### config.mk
export PLATFORM = sky130hd
export DESIGN_NAME = alu_arbiter
export DESIGN_NICKNAME = d
export VERILOG_FILES = /design/src/rtl/alu_arbiter.sv
export SDC_FILE = /design/constraint.sdc
export NUM_CORES = 1
export LEC_CHECK = 0
export BUFFER_PORTS_ARGS = -buffer_cell sky130_fd_sc_hd__buf_4
export CAP_MARGIN = 20
export CORE_AREA = 2 2 122 124
export DETAILED_ROUTE_END_ITERATION = 12
export DIE_AREA = 0 0 124 126
export PLACE_DENSITY = 0.91
export SYNTH_ARGS = -nofsm -noshare
export SYNTH_HDL_FRONTEND = slang
export SYNTH_SLANG_ARGS = --single-unit
### constraint.sdc
create_clock -name clk -period 2.2 [get_ports clk]
set_input_delay 0.11 -clock clk [delete_from_list [all_inputs] [get_ports clk]]
set_output_delay 0.11 -clock clk [all_outputs]
set_load 0.005 [all_outputs]
### src/rtl/alu_arbiter.sv
// Two-requester front end for the shared single-cycle ALU.
// Round-robin grant, one issue register, one response slot per requester.
package alu_pkg;
  localparam logic [4:0] ALU_ADD  = 5'd0;
  localparam logic [4:0] ALU_SUB  = 5'd1;
  localparam logic [4:0] ALU_AND  = 5'd2;
  localparam logic [4:0] ALU_OR   = 5'd3;
  localparam logic [4:0] ALU_XOR  = 5'd4;
  localparam logic [4:0] ALU_SLL  = 5'd5;
  localparam logic [4:0] ALU_SRL  = 5'd6;
  localparam logic [4:0] ALU_SRA  = 5'd7;
  localparam logic [4:0] ALU_SLT  = 5'd8;
  localparam logic [4:0] ALU_SLTU = 5'd9;
  localparam logic [4:0] ALU_NOP  = 5'd31;
endpackage

module alu_arbiter
  import alu_pkg::*;
#(
  parameter int WIDTH     = 32,
  parameter int PRIO_INIT = 0
) (
  input  logic             clk,
  input  logic             rstn,
  input  logic             r0_valid,
  output logic             r0_ready,
  input  logic [4:0]       r0_op,
  input  logic [WIDTH-1:0] r0_a,
  input  logic [WIDTH-1:0] r0_b,
  output logic             r0_rsp_valid,
  input  logic             r0_rsp_ready,
  output logic [WIDTH-1:0] r0_rsp_c,
  output logic             r0_rsp_zero,
  output logic             r0_rsp_ovf,
  input  logic             r1_valid,
  output logic             r1_ready,
  input  logic [4:0]       r1_op,
  input  logic [WIDTH-1:0] r1_a,
  input  logic [WIDTH-1:0] r1_b,
  output logic             r1_rsp_valid,
  input  logic             r1_rsp_ready,
  output logic [WIDTH-1:0] r1_rsp_c,
  output logic             r1_rsp_zero,
  output logic             r1_rsp_ovf,
  output logic [WIDTH-1:0] alu_a,
  output logic [WIDTH-1:0] alu_b,
  output logic [4:0]       alu_op,
  input  logic [WIDTH-1:0] alu_c,
  input  logic             alu_zero,
  input  logic             alu_ovf
);

  logic             s1_valid;
  logic             s1_id;
  logic [4:0]       s1_op;
  logic [WIDTH-1:0] s1_a;
  logic [WIDTH-1:0] s1_b;
  logic             last_grant;
  logic             elig0;
  logic             elig1;
  logic             acc0;
  logic             acc1;
  logic             ovf_m;

  // Eligibility uses registered state only, so rsp_ready never reaches ready.
  assign elig0 = !r0_rsp_valid && !(s1_valid && !s1_id);
  assign elig1 = !r1_rsp_valid && !(s1_valid && s1_id);

  assign r0_ready = elig0 && (!(r1_valid && elig1) || last_grant);
  assign r1_ready = elig1 && (!(r0_valid && elig0) || !last_grant);

  assign acc0 = r0_valid && r0_ready;
  assign acc1 = r1_valid && r1_ready;

  always_ff @(posedge clk or negedge rstn) begin
    if (!rstn) begin
      s1_valid   <= 1'b0;
      s1_id      <= 1'b0;
      s1_op      <= ALU_NOP;
      s1_a       <= '0;
      s1_b       <= '0;
      last_grant <= (PRIO_INIT == 0);
    end else begin
      s1_valid <= acc0 || acc1;
      unique case (1'b1)
        acc0: begin
          s1_id      <= 1'b0;
          s1_op      <= r0_op;
          s1_a       <= r0_a;
          s1_b       <= r0_b;
          last_grant <= 1'b0;
        end
        acc1: begin
          s1_id      <= 1'b1;
          s1_op      <= r1_op;
          s1_a       <= r1_a;
          s1_b       <= r1_b;
          last_grant <= 1'b1;
        end
        default: ;
      endcase
    end
  end

  assign alu_op = s1_valid ? s1_op : ALU_NOP;
  assign alu_a  = s1_valid ? s1_a : '0;
  assign alu_b  = s1_valid ? s1_b : '0;

  // ALU overflow is only meaningful for add/sub; it holds stale data otherwise.
  assign ovf_m = alu_ovf && (s1_op == ALU_ADD || s1_op == ALU_SUB);

  always_ff @(posedge clk or negedge rstn) begin
    if (!rstn) begin
      r0_rsp_valid <= 1'b0;
      r0_rsp_c     <= '0;
      r0_rsp_zero  <= 1'b0;
      r0_rsp_ovf   <= 1'b0;
    end else if (s1_valid && !s1_id) begin
      r0_rsp_valid <= 1'b1;
      r0_rsp_c     <= alu_c;
      r0_rsp_zero  <= alu_zero;
      r0_rsp_ovf   <= ovf_m;
    end else if (r0_rsp_valid && r0_rsp_ready) begin
      r0_rsp_valid <= 1'b0;
    end
  end

  always_ff @(posedge clk or negedge rstn) begin
    if (!rstn) begin
      r1_rsp_valid <= 1'b0;
      r1_rsp_c     <= '0;
      r1_rsp_zero  <= 1'b0;
      r1_rsp_ovf   <= 1'b0;
    end else if (s1_valid && s1_id) begin
      r1_rsp_valid <= 1'b1;
      r1_rsp_c     <= alu_c;
      r1_rsp_zero  <= alu_zero;
      r1_rsp_ovf   <= ovf_m;
    end else if (r1_rsp_valid && r1_rsp_ready) begin
      r1_rsp_valid <= 1'b0;
    end
  end

endmodule

==> results.md <==
* Most instantiated library cell after synthesis: sky130_fd_sc_hd__mux2_2
* Met1 global-route usage at 30.02%
* Global route hottest layer: met2
* Synthesized area at 0.006630 sq mm
* Number of diodes added for antenna fixing at 0
* Net count of the finished layout at 1075
* RR Startpoint: r0_rsp_valid$_DFFE_PN0P_
* Worst hold-check path type: in -> reg
* Die Wd at 124 microns
* P_leak at 4.956 nW
* Count of yosys warnings during synthesis at 0
* First-pass GRT wire length at 31370 microns
* Final std cells w/o fill at 1094
* Max Root-Sink Buffers at 2
* Final weighted congestion in routability-driven placement at 0.7539
* Fraction of power consumed by combinational cells at 47.2%
* Final Max Tran Viols at 0
* Via count of the first global-routing pass at 5881
* Clock tree from TritonCTS: done
* Clk Tree Root Cell: sky130_fd_sc_hd__clkbuf_16
* Worst r2r dst: s1_a[18]$_DFFE_PN0P_
* Post-CTS setup repair buffer count at 0
* Count of nets left with antenna violations after detail routing at 0
* Post-cts sizing count at 0
* Top cell type's share of synthesized area at 51.33%
* VDD IR-drop max at 0.9378 mV
* Maximum fanout encountered on the critical timing path at 47
* Share of the core filled with cells in the final layout at 71.56%
* Detailed placer's ending HPWL at 13660 microns
* Worst clock skew at 0.009603 ns
* Hold Path Depth at 3
* Launch point of the worst hold path: r0_b[29]
* Transition at the pin with the smallest max-transition slack at 0.6356 ns
* TritonCTS Buffers at 17
* Category of the most critical setup path: reg -> reg
* Number of nets produced by synthesis at 722
* Mean cell area of the mapped netlist at 12.19 sq um
* Clock net sink count at 142
* R2R cell count at 5
* Share of the cycle needed by the critical path after routing at 94.72%
* Routed vias at 5541
* DRC errors left at 0
* Cell-internal power at 9.597 mW
* Boundary pin count at 319
* Overall die height at 126 microns
* Setup repair after global routing missed its margin: no
* Setup slack of the most critical reg-to-reg path at 0.12 ns
* Global Route met2 Usage at 46.38%
* Flop and latch count out of synthesis at 142
* Tightest slew margin relative to the limit at 57.63%
* Sequential share of the synthesized area at 53.71%
* Die footprint at 0.01562 sq mm
* Predominant post-synthesis flop cell: sky130_fd_sc_hd__dfrtp_1
* Proportion of layout cells with a drive suffix above 1 at 58.68%
* Worst hold slack at 0.03436 ns
* Number of search-and-repair iterations in the first detailed-routing pass at 4
* Final critical-path required period at 2.084 ns
* Kind of launch point of the worst setup path: flip-flop
* Hold violation total from the final report at 0
* Clk_lat worst skew at 0.41 ns
* Antenna violations before repair at 1
* Vias per inst at 5.065
* Average detailed-routed wire length per instance at 18.81 microns
* Layout-stage area growth over the synthesis result at 54.48%
* Maxcap violations at 0
* Maximum number of pins on one net before global-route repair at 68
* Number of inserted filler cells in the final layout at 943
* Highest Clock Rate at 479.9 MHz
* Post-synth EDFFs at 0
* Global-route track usage on met3 at 8.469%
* Share of power burned in registers at 33.3%
* Total wire length at 20580 microns
* Worst Setup End Kind: flip-flop
* Number of different library cells in the post-synthesis netlist at 23
* Synth Instances at 544
* Placeable core area at 0.01431 sq mm
* Overflow after GRT at 0
* DRC violation total after the first TritonRoute iteration at 214
* Total power per unit cell area at 1413 mW/mm^2
* Switching Power at 4.874 mW
* Endpoints failing setup at 0
* Switching share of power at 33.68%
* Most used standard cells in the synthesized netlist: sky130_fd_sc_hd__mux2_2 (160), sky130_fd_sc_hd__dfrtp_1 (136), sky130_fd_sc_hd__nand2_1 (104)
* Htree depth at 4
* Status: finished clean
* # rows at 44
* Clk pwr share at 19.6%
* Initial Utilization at 46.32%
* Sink of the worst hold path: s1_b[29]$_DFFE_PN0P_
* Critical path data arrival time at 2.37 ns
* Leading post-synthesis cells by cell area: sky130_fd_sc_hd__dfrtp_1 (51%), sky130_fd_sc_hd__mux2_2 (27%), sky130_fd_sc_hd__and2_1 (6.0%)
* Most area-hungry cell type in the Yosys netlist: sky130_fd_sc_hd__dfrtp_1
* Setup TNS at 0 ns
* Clock slew at reported path FFs at 0.07 ns
* Number of placed cells counting well taps at 1025
* Port bufs at 318
* Required time worst endpoint at 2.49 ns
* Overall track demand over capacity in global routing at 26.53%
* Share of synthesized registers carrying an async set or reset at 100.0%
## area by class of cell
class	instances	area (sq um)	share of cell area (%)
clock buffers	17	425.4	4.153
repair buffers	368	2959	28.89
clock inverters	15	152.6	1.490
multi-input cells	366	2905	28.37
inverters	2	7.507	0.07330
flip-flops and latches	142	3562	34.78
well taps	184	230.2	2.248
## what timing repair did
action / in CTS / in global routing
hold buffers: 37 / 0
hold endpoints to repair: 127 / 0
setup endpoints to repair: 0 / 0
## power groups by stage
| stage | combinational (mW) | clock, mW | sequential [mW] |
|---|---|---|---|
| floorplan | 3.54 | 0 | 4.62 |
| global placement | 6.46 | 0 | 4.67 |
| detailed placement | 6.66 | 0 | 4.73 |
| CTS | 6.74 | 2.87 | 4.72 |
| global route | 7.36 | 3.00 | 4.95 |
| finish | 6.83 | 2.83 | 4.81 |
## registers in the layout (all words and copies together), names as in the netlist, 5 cells and up
signal	cells
s1_a	32
r0_rsp_c	32
s1_b	32
r1_rsp_c	32
s1_op	5
## worst max-delay path, cell delays in order (launching register included)
cell,delay [ns]
sky130_fd_sc_hd__dfrtp_1,0.40
sky130_fd_sc_hd__and4bb_2,0.30
sky130_fd_sc_hd__nor3b_4,0.30
sky130_fd_sc_hd__buf_12,0.29
sky130_fd_sc_hd__mux2_2,0.38
sky130_fd_sc_hd__mux2_2,0.27
## logic make-up after synthesis
group	synth area share (%)
AO/OA/AOI/OAI	0.8303
buffers and inverters	2.510
flip-flops	53.71
multiplexers	29.21
AND/OR/NAND/NOR	13.74
## worst max-delay path by stage
stage,start,end,slack [ns],cells past startpoint
after floorplan,r0_rsp_valid$_DFFE_PN0P_,s1_a[25]$_DFFE_PN0P_,0.29,5
after global placement,r0_rsp_valid$_DFFE_PN0P_,s1_a[25]$_DFFE_PN0P_,0.16,5
after detailed placement,r0_rsp_valid$_DFFE_PN0P_,s1_a[25]$_DFFE_PN0P_,0.12,5
after CTS,r0_rsp_valid$_DFFE_PN0P_,s1_a[18]$_DFFE_PN0P_,0.11,5
after global routing,s1_valid$_DFF_PN0_,r0_ready,0.02,4
final,r0_rsp_valid$_DFFE_PN0P_,s1_a[18]$_DFFE_PN0P_,0.12,5
## placed cells by master, fill, tap and decap left out, types with 2 or more instances in the layout
| master | count |
|---|---|
| sky130_fd_sc_hd__clkinvlp_4 | 2 |
| sky130_fd_sc_hd__buf_4 | 322 |
| sky130_fd_sc_hd__nor2_1 | 2 |
| sky130_fd_sc_hd__inv_8 | 4 |
| sky130_fd_sc_hd__clkinv_4 | 2 |
| sky130_fd_sc_hd__nand2b_1 | 8 |
| sky130_fd_sc_hd__nand2_1 | 104 |
| sky130_fd_sc_hd__clkbuf_16 | 17 |
| sky130_fd_sc_hd__inv_6 | 4 |
| sky130_fd_sc_hd__mux2_1 | 12 |
| sky130_fd_sc_hd__o21ai_0 | 6 |
| sky130_fd_sc_hd__clkinv_2 | 2 |
| sky130_fd_sc_hd__inv_1 | 2 |
| sky130_fd_sc_hd__mux2_2 | 160 |
| sky130_fd_sc_hd__dlygate4sd3_1 | 37 |
| sky130_fd_sc_hd__and2_1 | 64 |
| sky130_fd_sc_hd__dfrtp_1 | 135 |
| sky130_fd_sc_hd__dfstp_2 | 6 |
| sky130_fd_sc_hd__buf_12 | 8 |
## stage by stage
step / total power [mW] / worst slack (ns) / instance area (sq um)
floorplan: 8.159 / 0.2880 / 6630
global placement: 11.13 / 0.1571 / 9294
detailed placement: 11.39 / 0.1246 / 9294
CTS: 14.32 / 0.1146 / 10240
global route: 15.31 / 0.01579 / 10240
finish: 14.47 / 0.1162 / 10240
## routing by layer
| layer | share of wire [%] | up-vias |
|---|---|---|
| met5 | 0.058 | - |
| met4 | 2.4 | 2 |
| met2 | 52 | 282 |
| met3 | 9.8 | 36 |
| li1 | - | 2522 |
| met1 | 36 | 2699 |
No activity file was read; power rests on OpenSTA's default activity.
